[src/rtl/cpu_sequencer.sv]
// cpu_sequencer: multi-cycle fetch/decode/execute/writeback controller for the
// 4-bit datapath. Owns PC, instruction register, result register, zero flag and
// a saturating retired-instruction counter.
//
// state    | meaning
// ---------+-----------------------------------------------------------
// S_IDLE   | waiting for start after reset
// S_FETCH  | IR <- instruction at PC
// S_DECODE | jumps/NOP/HALT resolved and retired; ALU ops proceed to EXEC
// S_EXEC   | ALU driven with opcode[2:0], result register captured
// S_WB     | result written to rd, zero flag updated, PC advanced
// S_HALTED | program stopped; done held high until start restarts it
module cpu_sequencer #(
  parameter int CNT_W = 8
) (
  input  logic             clk,
  input  logic             reset,
  input  logic             start,
  input  logic [7:0]       imem_instr,
  input  logic [3:0]       alu_result,
  output logic [3:0]       imem_addr,
  output logic [1:0]       rf_ra1,
  output logic [1:0]       rf_ra2,
  output logic [1:0]       rf_wa,
  output logic [3:0]       rf_wd,
  output logic             rf_we,
  output logic [2:0]       alu_ctrl,
  output logic             busy,
  output logic             done,
  output logic             zero_flag,
  output logic [CNT_W-1:0] instr_count
);

  typedef enum logic [2:0] {
    S_IDLE   = 3'd0,
    S_FETCH  = 3'd1,
    S_DECODE = 3'd2,
    S_EXEC   = 3'd3,
    S_WB     = 3'd4,
    S_HALTED = 3'd5
  } state_t;

  localparam logic [3:0] OP_JZ   = 4'b1000;
  localparam logic [3:0] OP_JMP  = 4'b1001;
  localparam logic [3:0] OP_HALT = 4'b1111;

  state_t           state_q, state_d;
  logic [3:0]       pc_q, pc_d;
  logic [7:0]       ir_q, ir_d;
  logic [3:0]       res_q, res_d;
  logic             zero_q, zero_d;
  logic [CNT_W-1:0] cnt_q, cnt_d;

  logic             is_alu, is_halt, take_jump;
  logic [CNT_W-1:0] cnt_inc;

  // Instruction classification from the held IR; opcodes 00xx are the ALU group.
  assign is_alu    = (ir_q[7:6] == 2'b00);
  assign is_halt   = (ir_q[7:4] == OP_HALT);
  assign take_jump = (ir_q[7:4] == OP_JMP) || ((ir_q[7:4] == OP_JZ) && zero_q);
  assign cnt_inc   = (cnt_q == {CNT_W{1'b1}}) ? cnt_q : cnt_q + CNT_W'(1);

  // State register.
  always_ff @(posedge clk) begin
    if (reset) begin
      state_q <= S_IDLE;
    end else begin
      state_q <= state_d;
    end
  end

  // Datapath registers, updated from the next-state process.
  always_ff @(posedge clk) begin
    if (reset) begin
      pc_q   <= 4'd0;
      ir_q   <= 8'd0;
      res_q  <= 4'd0;
      zero_q <= 1'b0;
      cnt_q  <= '0;
    end else begin
      pc_q   <= pc_d;
      ir_q   <= ir_d;
      res_q  <= res_d;
      zero_q <= zero_d;
      cnt_q  <= cnt_d;
    end
  end

  // Next-state and datapath next values.
  always_comb begin
    state_d = state_q;
    pc_d    = pc_q;
    ir_d    = ir_q;
    res_d   = res_q;
    zero_d  = zero_q;
    cnt_d   = cnt_q;
    case (state_q)
      S_IDLE, S_HALTED: begin
        if (start) begin
          state_d = S_FETCH;
          pc_d    = 4'd0;
          cnt_d   = '0;
          zero_d  = 1'b0;
        end
      end
      S_FETCH: begin
        ir_d    = imem_instr;
        state_d = S_DECODE;
      end
      S_DECODE: begin
        if (is_alu) begin
          state_d = S_EXEC;
        end else if (is_halt) begin
          cnt_d   = cnt_inc;
          state_d = S_HALTED;
        end else begin
          cnt_d   = cnt_inc;
          pc_d    = take_jump ? ir_q[3:0] : pc_q + 4'd1;
          state_d = S_FETCH;
        end
      end
      S_EXEC: begin
        res_d   = alu_result;
        state_d = S_WB;
      end
      S_WB: begin
        zero_d  = (res_q == 4'd0);
        pc_d    = pc_q + 4'd1;
        cnt_d   = cnt_inc;
        state_d = S_FETCH;
      end
      default: begin
        state_d = S_IDLE;
      end
    endcase
  end

  // Control outputs decoded from the registered state; the write enable is
  // killed by reset so an interrupted WB never commits.
  always_comb begin
    busy     = 1'b0;
    done     = 1'b0;
    rf_we    = 1'b0;
    alu_ctrl = 3'b000;
    case (state_q)
      S_FETCH, S_DECODE: busy = 1'b1;
      S_EXEC: begin
        busy     = 1'b1;
        alu_ctrl = ir_q[6:4];
      end
      S_WB: begin
        busy  = 1'b1;
        rf_we = ~reset;
      end
      S_HALTED: done = 1'b1;
      default: ;
    endcase
  end

  assign imem_addr   = pc_q;
  assign rf_ra1      = ir_q[3:2];
  assign rf_ra2      = ir_q[1:0];
  assign rf_wa       = ir_q[3:2];
  assign rf_wd       = res_q;
  assign zero_flag   = zero_q;
  assign instr_count = cnt_q;

endmodule

[config.mk]
export PLATFORM = sky130hd
export DESIGN_NAME = cpu_sequencer
export DESIGN_NICKNAME = d
export VERILOG_FILES = /design/src/rtl/cpu_sequencer.sv
export SDC_FILE = /design/constraint.sdc
export NUM_CORES = 1
export LEC_CHECK = 0
export CORE_ASPECT_RATIO = 0.8
export CORE_MARGIN = 1
export CORE_UTILIZATION = 30
export CTS_BUF_LIST = sky130_fd_sc_hd__clkbuf_4
export DETAILED_ROUTE_END_ITERATION = 12
export GPL_ROUTABILITY_DRIVEN = 0
export PLACE_DENSITY = 0.52
export SYNTH_ARGS = -nofsm -noshare
export SYNTH_HDL_FRONTEND = slang
export SYNTH_SLANG_ARGS = --single-unit
export TNS_END_PERCENT = 1
[constraint.sdc]
create_clock -name clk -period 2.2 [get_ports clk]
set_clock_uncertainty 0.05 [all_clocks]
set_input_delay 0.44 -clock clk [delete_from_list [all_inputs] [get_ports clk]]
set_output_delay 0.44 -clock clk [all_outputs]
set_load 0.005 [all_outputs]
* Word-level counts from Yosys, hierarchy flattened
Index checks and enable logic that the tools add are counted.
** Word-level totals
- Register bits :: 28
- Bits of input ports :: 15
- Output and inout port bits :: 29
- Logic and storage cells :: 52
** Operators by class
- Add/subtract/negate cells :: 2
- Equality and inequality tests :: 12
- Muxes and demuxes :: 19
- Bitwise logic cells :: 1
- Reductions and logical operators :: 12
** Operators by type and width (count)
- 8-bit 2-to-1 mux :: 3
- 8-bit one-hot mux with 3 select lines :: 1
- 4-bit 2-to-1 mux :: 4
- 3-bit one-hot mux with 5 select lines :: 1
- 4-bit equality test (second input constant) :: 3
- 3-bit 2-to-1 mux :: 4
- 4-bit one-hot mux with 3 select lines :: 1
- 8-bit by 1-bit adder with 8-bit output (second input constant) :: 1
- 8-bit equality test (second input constant) :: 1
- 3-bit by 2-bit equality test with 1-bit output (second input constant) :: 2
- 3-bit equality test (second input constant) :: 2
- 2-bit inequality test (second input constant) :: 3
- 4-bit by 1-bit adder with 4-bit output (second input constant) :: 1
- 4-bit zero test :: 1
- 1-bit 2-to-1 mux :: 4
- 4-bit AND reduction :: 1
- 4-bit OR reduction :: 1
- 3-bit by 1-bit equality test with 1-bit output (second input constant) :: 1
- 3-bit zero test :: 1
- 3-bit AND reduction :: 1
- 3-bit nonzero test :: 1
- 2-bit zero test :: 1
- 1-bit one-hot mux with 2 select lines :: 1
- 2-bit AND reduction :: 1
- other kinds (5) :: 5

* Depth between registers and ports, before layout
Gate-level depths: netlist of run 1.
- Word-level depth :: 7
- Gate-level depth with buffers :: 6
- Gate-level depth less buffers :: 5

* Worst setup path before layout of run 1
OpenSTA, ideal clock, no wires.
- Path kind :: register to register
- Start point :: reg state_q[2]
- End point :: reg cnt_q[6], in the netlist instr_count[6]
- Setup time :: 87 ps
- Arrival time :: 1463 ps
- Data required time :: 2063 ps
- Path slack :: 600 ps
- Cell stages (with the launch flop) :: 7
- Clock period less this slack :: 1600 ps
- Path through :: dfxtp_1 > buf_6 > or3b_1 > buf_6 > nor2_8 > o2111ai_1 > a221oi_2
** Between the ends
- Longest elaborated chain between the ends :: 4
- Elaborated cells on any way between the ends :: 10
- Those cells by class :: eq/ne (5); mux (1); reduce/logical (4)
** RTL lines
- start, declared :: line 47 : state_t state_q, state_d;
- start signal, assigned :: line 68 : state_q <= state_d;
- 3-bit equality test / 3-bit zero test (equally long branches) :: line 97 : case (state_q)
- 2-bit OR reduction :: line 97
- 2-bit inequality test (no source line) / 3-bit nonzero test (equally long branches)
- 3-bit AND reduction (no source line)
- end signal, assigned :: line 85 : cnt_q <= cnt_d;
- end, declared :: line 52 : logic [CNT_W-1:0] cnt_q, cnt_d;
Several ways; a longest one is shown, not always the timed one.
A chain may end at the register's enable or synchronous reset.

* Final worst setup path of run 1
- Start point :: reg state_q[0]
- End point :: out busy
** Between the ends
- Longest elaborated chain between the ends :: 3
- Elaborated cells on any way between the ends :: 6
- Those cells by class :: eq/ne (4); mux (1); reduce/logical (1)
** RTL lines
- 3-bit equality test (tied with other cells) :: line 145 : case (state_q)
- 4-bit OR reduction (no source line) (*)
- 1-bit 2-to-1 mux (*) :: line 145
- end, declared :: line 28 : output logic busy,
Every way passes the cells marked *; elsewhere a longest branch is shown, timed or not.

==> results.ini, run 1 <==
[outcome]
status = finished, violations left
violations = DRC

[synthesis]
synth_top_cell_area_share_pct = 34.2
synth.most_common_cell = dfxtp_1
syn_avg_cell_area_sq_um = 8.58
synthesis.area_sq_um = 1640
yosys_register_bits = 28
synthFlopType = dfxtp_1
synth_common_cells = 28 x dfxtp_1, 25 x nor2_1, 11 x mux2i_1
ys_types = 48
synthTopCellsByArea = dfxtp_1 34%, mux2i_1 6.7%, nor2_1 5.7%
synth_nets = 208
synth_warnings = 0
yosys.area.top_type = dfxtp_1
yosysSeqAreaShare_pct = 34.2
synth_cells = 191
synthArstFlopShare_pct = 0
synth_edf_count = 0

[layout]
stdcell_count = 290
final_nets = 246
design_area_sq_um = 2150
drive_above_1_share_pct = 11.0
syn_to_final_growth_pct = 31.5
n_antenna_cell = 0

[floorplan]
die-area_sq_um = 5760
ioPinCount = 44
fp.coreArea_sq_um = 5120
row_count = 23
die_h_microns = 68.1
initial_utilization_pct = 32.0
die_w_microns = 84.6

[clocking]
path_clk_slew_ps = 160
clk_path_buf_depth = 2
cts_tree = built
clk_latency_ps = 330
clk_root_buffer_cell = clkbuf_4
cts.sinks = 28
ctsHoldBuffers = 0
ctsHtreeMaxLevel = 1
cts_buffers = 3

[detailed_routing]
highest_layer = met4
drc = 2
routed_wl_mm = 4.38
via_per_inst = 5.21
vias = 1512
met1_length_mm = 2.36
wl_per_cell_microns = 15.1
dr.pass1.iters = 12
antenna_left = 0
drt_iter0_drc = 99
dr_wl_met2_mm = 1.81
wl_met3_microns = 175

[pwr]
powerDensity_nw_per_um2 = 481
pwr-share-clk_pct = 21.6
netSwitchingFraction_pct = 29.6
seqPwrFrac_pct = 53.5
ir_drop_v = 0.000214
combPwrFrac_pct = 24.9
p_total_w = 0.00104
power_switching_w = 0.000307
p_int_w = 0.000729
leakagePower_nw = 0.809

[placement]
place_hpwl_mm = 3.17
pre_cts_ws_ps = 91.8
io_buffers = 43
dpl_cell_area_sq_um = 2090
post-place-cells = 285

[grt]
antenna_found_initial = 0
track_usage_pct = 15.2
grt_max_degree = 33
grt_pass1_wl_mm = 6.79
grt_pass1_vias = 1296
overflow = 0

[sta]
fin_crit_ps = 2110
tightest_slew_ps = 784
relSlewSlack_pct = 47.2
drv_slew = 0
hold_violations = 0
setup_slack_ps = 94.3
period_share_pct = 95.7
fmax_ghz = 0.475
hold_ws_ps = 468
finalSetupViolations = 0

[min_path]
hold_path.class = reg -> reg

[worst_setup_path]
required_ps = 1710
cpPeakStageDelay_ps = 510
path_class = reg -> out
crit_path_max_fanout = 16
cp_cell_sequence = buf_4, nor2_2, xnor2_1, clkdlybuf4s50_1
cp-start-kind = flop
critical-path-top-delay-family = buffers and inverters
cp.arrival_ps = 1620
crit_buf_inv = 2
crit_path_end_kind = output pin
critical-path-slowest-cell = clkdlybuf4s50_1

[job]
max_cap_violations = 0

[per-stage QoR]
step	util [%]	setup TNS (ps)
after global placement	40.7	0
after detailed placement	40.7	0
after global routing	42.1	-9.88
after floorplan	-	0
after CTS	41.5	0
final	42.1	0
[what timing repair did]
action / CTS / global route
resized for setup: 6 / 7
cloned: 0 / 0
endpoints found under the setup margin: 5 / 5
buffers inserted: 0 / 1
hold endpoints to repair: 0 / 0
[cells in the final DEF (no fill, tap or decap), drive strengths merged, types with 2 or more instances in the layout]
cell	instances
nand4	4
a31oi	3
clkbuf	3
clkdlybuf4s50	39
dlymetal6s2s	3
o211a	2
and2	2
or2	2
o2111ai	3
nand2b	9
dfxtp	28
inv	10
a22oi	2
nor2b	2
mux2i	11
and3	6
or3	2
xnor2	3
a21oi	6
buf	7
o22ai	2
o32ai	3
or3b	2
nor2	26
and4	2
nand3	4
ha	2
o21ai	12
a221oi	9
nand2	5
nor3b	3
[flip-flops by register name, summed over array words and instances, names as in the netlist]
signal,count
imem_addr,4
instr_count,8
ir_q,8
rf_wd,4
state_q,3
zero_flag,1
[area by class of cell]
class                   instances  area (sq um)
fillers                       531          2970
multi-input cells             136           955
flip-flops and latches         28           562
repair buffers                 50           497
well taps                      62          77.6
inverters                      10          37.5
clock buffers                   3          22.5
clock inverters                 1          3.75
[worst min-delay path, cell delays in order, from the launching register on]
cell,delay [ps]
dfxtp_1,350
inv_1,80
a221oi_2,60
[layer usage]
metal / up-vias / GRT usage [%]
li1: 772 / -
met2: 35 / 20.4
met3: 2 / 3.74
met5: - / 0
met1: 703 / 23.7
met4: 0 / 3.18
[path summary, 6_finish.rpt]
kind | cells after the start | startpoint | to | slack [ps]
min reg2reg | 2 | instr_count[6] | instr_count[6] | 470
min | 2 | instr_count[6] | instr_count[6] | 470
max reg2reg | 5 | state_q[2] | instr_count[6] | 310
max | 4 | state_q[0] | busy | 90
[power by group through the flow]
stage | Sequential [W] | Clock (W) | Combinational (W)
5_1_grt | 0.000558 | 0.000251 | 0.000280
2_1_floorplan | 0.000560 | 0 | 0.000159
6_report | 0.000554 | 0.000224 | 0.000258
3_5_place_dp | 0.000563 | 0 | 0.000247
4_1_cts | 0.000554 | 0.000233 | 0.000252
3_3_place_gp | 0.000563 | 0 | 0.000249
[cells by family (layout without fill, tap and decap cells)]
group,count (synthesis),in the layout,synth area share [%]
DFF,28,28,34.2
buffers and inverters,27,64,9.08
muxes,11,11,6.72
xor gates and xnor gates,3,3,1.60
and+or+nand+nor,73,73,25.4
AOI/OAI and AO/OA,47,47,21.5
adders and majority gates,2,2,1.53
No activity file was read; power rests on OpenSTA's default activity.
==> run 2: changes to the inputs <==
--- a/config.mk
+++ b/config.mk
@@ -14,2 +14,3 @@
 export PLACE_DENSITY = 0.52
+export REMOVE_ABC_BUFFERS = 1
 export SYNTH_ARGS = -nofsm -noshare
--- a/constraint.sdc
+++ b/constraint.sdc
@@ -4,2 +4,2 @@
 set_output_delay 0.44 -clock clk [all_outputs]
-set_load 0.005 [all_outputs]
+set_load 0.1 [all_outputs]
==> run 2 against run 1 <==
Net effect: the run now ends clean; sequential share of layout area increased by 0.60 points; flip-flop and latch count did not move; largest power group unchanged; combinational power rose by 48%.
==> results.ini, run 2 (synthesis results as in run 1) <==
[pwr]
netSwitchingFraction_pct = 38.1
ir_drop_v = 0.000268
pwr-share-clk_pct = 18.8
power_switching_w = 0.000442
combPwrFrac_pct = 33.0
seqPwrFrac_pct = 48.2
p_int_w = 0.000719
powerDensity_nw_per_um2 = 547
leakagePower_nw = 0.810

[sta]
hold_ws_ps = 483
setup_slack_ps = 90.9
drv_slew = 0
relSlewSlack_pct = 50.3
fmax_ghz = 0.474
hold_violations = 0
finalSetupViolations = 0
tightest_slew_ps = 737
period_share_pct = 95.9
fin_crit_ps = 2110

[clocking]
postCtsSetupBuffers = 0
ctsHoldBuffers = 0
cts_tree = built
cts_buffers = 3
ctsHtreeMaxLevel = 1
clk_path_buf_depth = 2
clk_root_buffer_cell = clkbuf_4
path_clk_slew_ps = 160
cts.sinks = 28
clk_latency_ps = 340

[worst_setup_path]
cp.arrival_ps = 1620
crit_path_max_fanout = 6
cpPeakStageDelay_ps = 530
path_class = reg -> out
critical-path-slowest-cell = or3b_2
required_ps = 1710
worstReg2RegEnd = instr_count[6]
timing.rr.start = state_q[1]
r2r_cells = 4
cp-start-kind = flop
cp_cell_sequence = or3b_2, nor2_4, buf_12
r2r_slack_ps = 360
crit_path_end_kind = output pin

[layout]
n_antenna_cell = 0
syn_to_final_growth_pct = 29.6
multi_input_area_sq_um = 942
final_common_cell = buf_4
fillers = 544
final_nets = 245
seq_area_sq_um = 567
drive_above_1_share_pct = 23.0
design_area_sq_um = 2120
final_cell_mix = 29 x buf_4, 25 x dfxtp_1, 24 x nor2_1, 14 x clkdlybuf4s50_1, 11 x mux2i_1

[detailed_routing]
vias = 1508
routed_wl_mm = 4.23
drt_iter0_drc = 73
via_per_inst = 5.24
drc = 0
dr.pass1.iters = 6
wl_per_cell_microns = 14.7
antenna_left = 0

[floorplan]
row_count = 23
die-area_sq_um = 5760
ioPinCount = 44
die_w_microns = 84.6
die_h_microns = 68.1
initial_utilization_pct = 32.0
fp.coreArea_sq_um = 5120

[min_path]
hold_path.class = reg -> reg
min_to = imem_addr[1]
min_delay_path_depth = 2
hp-start = imem_addr[1]

[job]
max_cap_violations = 0

[grt]
met3_usage_pct = 3.86
top_usage_layer = met1
met1_usage_pct = 23.0
grt_max_degree = 22
grt_util_met2_pct = 22.4
antenna_found_initial = 0
track_usage_pct = 15.2
grt_pass1_wl_mm = 6.89
overflow = 0
grt_pass1_vias = 1317

[outcome]
status = finished, final reports clean

[placement]
pre_cts_ws_ps = 75.5
place_hpwl_mm = 3.22
dpl_cell_area_sq_um = 2090
io_buffers = 43

-- run 2: timing repair --
item | 4_1_cts | 5_1_grt
pin swaps | 0 | 0
resized for setup | 3 | 3
endpoints found under the setup margin | 1 | 1
-- run 2: per-layer routing --
layer | share of wire (%) | up-vias
met5 | 0 | -
met4 | 0 | 0
met3 | 5.0 | 0
met2 | 43 | 35
met1 | 52 | 710
li1 | - | 763
-- run 2: layout make-up --
type / instances / area share, %
Multi-Input combinational cell: 136 / 44.3
Sequential cell: 28 / 26.7
Timing Repair Buffer: 49 / 22.5
Tap cell: 62 / 3.65
Inverter: 10 / 1.77
Clock buffer: 3 / 1.06
-- run 2: worst max path at each step --
stage,startpoint,endpoint,slack [ps],depth (start not counted)
2_1_floorplan,state_q[2],rf_we,-540,2
3_5_place_dp,start,instr_count[2],80,5
4_1_cts,state_q[0],rf_we,4,3
3_3_place_gp,start,instr_count[4],150,5
6_report,state_q[2],rf_we,90,3
5_1_grt,state_q[1],rf_we,-7,3
-- run 2: worst max-delay path: cells and delay by family (launching register included) --
kind	cells	cell delay, ps
simple gates	2	670
flops	1	420
buf+inv	1	180
-- run 2: power by group through the flow --
stage	Combinational [W]	Sequential [W]	Clock (W)
floorplan	0.000152	0.000680	0
global placement	0.000381	0.000571	0
detailed placement	0.000383	0.000571	0
CTS	0.000384	0.000561	0.000231
global route	0.000407	0.000565	0.000245
finish	0.000383	0.000560	0.000219
-- run 2: per-stage QoR --
stage | power, W | util, % | instances | TNS [ps]
3_3_place_gp | 0.000952 | 40.8 | 285 | 0
2_1_floorplan | 0.000831 | - | 174 | -1730
4_1_cts | 0.00118 | 41.3 | 288 | 0
6_report | 0.00116 | 41.5 | 288 | 0
3_5_place_dp | 0.000953 | 40.8 | 285 | 0
5_1_grt | 0.00122 | 41.5 | 288 | -7.31
==> run 3: changes to the inputs <==
CORE_ASPECT_RATIO = unset   (was 0.8)
==> run 3 against run 2 <==
Net effect: power increased by 1.4%; highest routed layer is now met4; sequential power barely moved; core utilization hardly changed; critical path depth is the same; maximum frequency fell by 1.0%; combinational power barely moved; global-route usage is 0.21 points lower.
==> results.ini, run 3 (synthesis results as in run 1) <==
[sta]
fmax_ghz = 0.469
fin_crit_ps = 2130
drv_slew = 0
period_share_pct = 96.9
tightest_slew_ps = 719
finalSetupViolations = 0
hold_violations = 0
tns_ps = 0
rsz0062_at_grt = false
relSlewSlack_pct = 51.6

[clocking]
clk_root_buffer_cell = clkbuf_4
ctsHoldBuffers = 0
cts_tree = built
clk_path_buf_depth = 2
path_clk_slew_ps = 170
ctsHtreeMaxLevel = 1
cts_buffers = 3
clk_latency_ps = 350
cts.sinks = 28

[worst_setup_path]
r2r_slack_ps = 310
crit_path_end_kind = output pin
r2r_cells = 5
timing.rr.start = state_q[0]
worstReg2RegEnd = instr_count[2]
path_class = reg -> out
required_ps = 1710
cp.arrival_ps = 1640
crit_path_max_fanout = 10
cp-start-kind = flop

[detailed_routing]
wl_per_cell_microns = 14.0
vias = 1542
routed_wl_mm = 4.20
antenna_left = 0
drc = 0
dr.pass1.iters = 4
via_per_inst = 5.16
drt_iter0_drc = 89

[grt]
grt_pass1_wl_mm = 6.98
track_usage_pct = 14.9
grt_pass1_vias = 1401
top_usage_layer = met2
antenna_found_initial = 0
met3_usage_pct = 3.73
grt_util_met2_pct = 22.4
met1_usage_pct = 20.9
overflow = 0
grt_max_degree = 16

[placement]
io_buffers = 43
place_hpwl_mm = 3.14

[pwr]
powerDensity_nw_per_um2 = 550
pwr-share-clk_pct = 20.0
leakagePower_nw = 0.818
ir_drop_v = 0.000239
combPwrFrac_pct = 32.4
power_switching_w = 0.000455
seqPwrFrac_pct = 47.7
p_int_w = 0.000723
netSwitchingFraction_pct = 38.6

[layout]
final_nets = 247
syn_to_final_growth_pct = 30.8
final_common_cell = buf_4
fin_util_pct = 41.4
n_antenna_cell = 0
final_cell_mix = 31 x buf_4, 25 x dfxtp_1, 24 x nor2_1, 14 x clkdlybuf4s50_1, 11 x mux2i_1
drive_above_1_share_pct = 23.1

[floorplan]
fp.coreArea_sq_um = 5170
die_w_microns = 75.9
die_h_microns = 75.9
die-area_sq_um = 5760
initial_utilization_pct = 31.7
row_count = 26
ioPinCount = 44

[min_path]
hp-start = instr_count[6]
min_delay_path_depth = 2
hold_path.class = reg -> reg
min_to = instr_count[6]

[outcome]
status = finished, final reports clean

[job]
max_cap_violations = 0

## run 3: cell count changes in the layout (fill, tap and decap cells not counted), sizes merged
cell    change
buf         +2
clkinv      +1
## run 3: final cells by class
type                       instances  area (sq um)
clock buffer                       3          22.5
clock inverter                     1          3.75
fill                             529          3030
inverter                          10          37.5
multi-input combinational        136           932
sequential                        28           567
tap                               70          87.6
timing repair buffer              51           493
## run 3: critical path: stages, from the launching register on
cell	delay (ps)
dfxtp_2	410
or3b_2	520
nor2_2	160
buf_12	190
## run 3: power by group through the flow
stage | clock (W) | combinational (W) | sequential [W]
after global routing | 0.000266 | 0.000404 | 0.000566
after global placement | 0 | 0.000379 | 0.000572
after CTS | 0.000240 | 0.000380 | 0.000561
final | 0.000235 | 0.000381 | 0.000561
after detailed placement | 0 | 0.000379 | 0.000572
after floorplan | 0 | 0.000152 | 0.000680
## run 3: repair_timing
item,4_1_cts,5_1_grt
pin swaps,0,0
gates resized for setup,4,1
endpoints found under the setup margin,1,2
hold endpoints to repair,0,0
setup buffers,0,2
## run 3: how the worst max path moves through the flow
stage	from	endpoint	slack, ps	cells after the start
finish	state_q[0]	rf_we	70	3
global route	state_q[0]	rf_we	7	3
CTS	state_q[0]	rf_we	20	3
detailed placement	start	instr_count[2]	70	5
global placement	start	instr_count[6]	170	5
floorplan	state_q[2]	rf_we	-540	2
## run 3: per-layer routing
metal	up-vias	wire [microns]
li1	778	-
met1	705	2050
met2	54	1840
met3	5	261
met4	0	46
met5	-	0
## run 3: through the flow
step	std cells	instance area [sq um]	total power (W)	hold slack (ps)	setup WS, ps
2_1_floorplan	174	1530	0.000831	454	-537
4_1_cts	297	2130	0.00118	470	20.5
3_3_place_gp	293	2090	0.000952	445	169
3_5_place_dp	293	2090	0.000951	448	74.4
6_report	299	2140	0.00118	466	69.2
5_1_grt	299	2140	0.00124	498	7.29
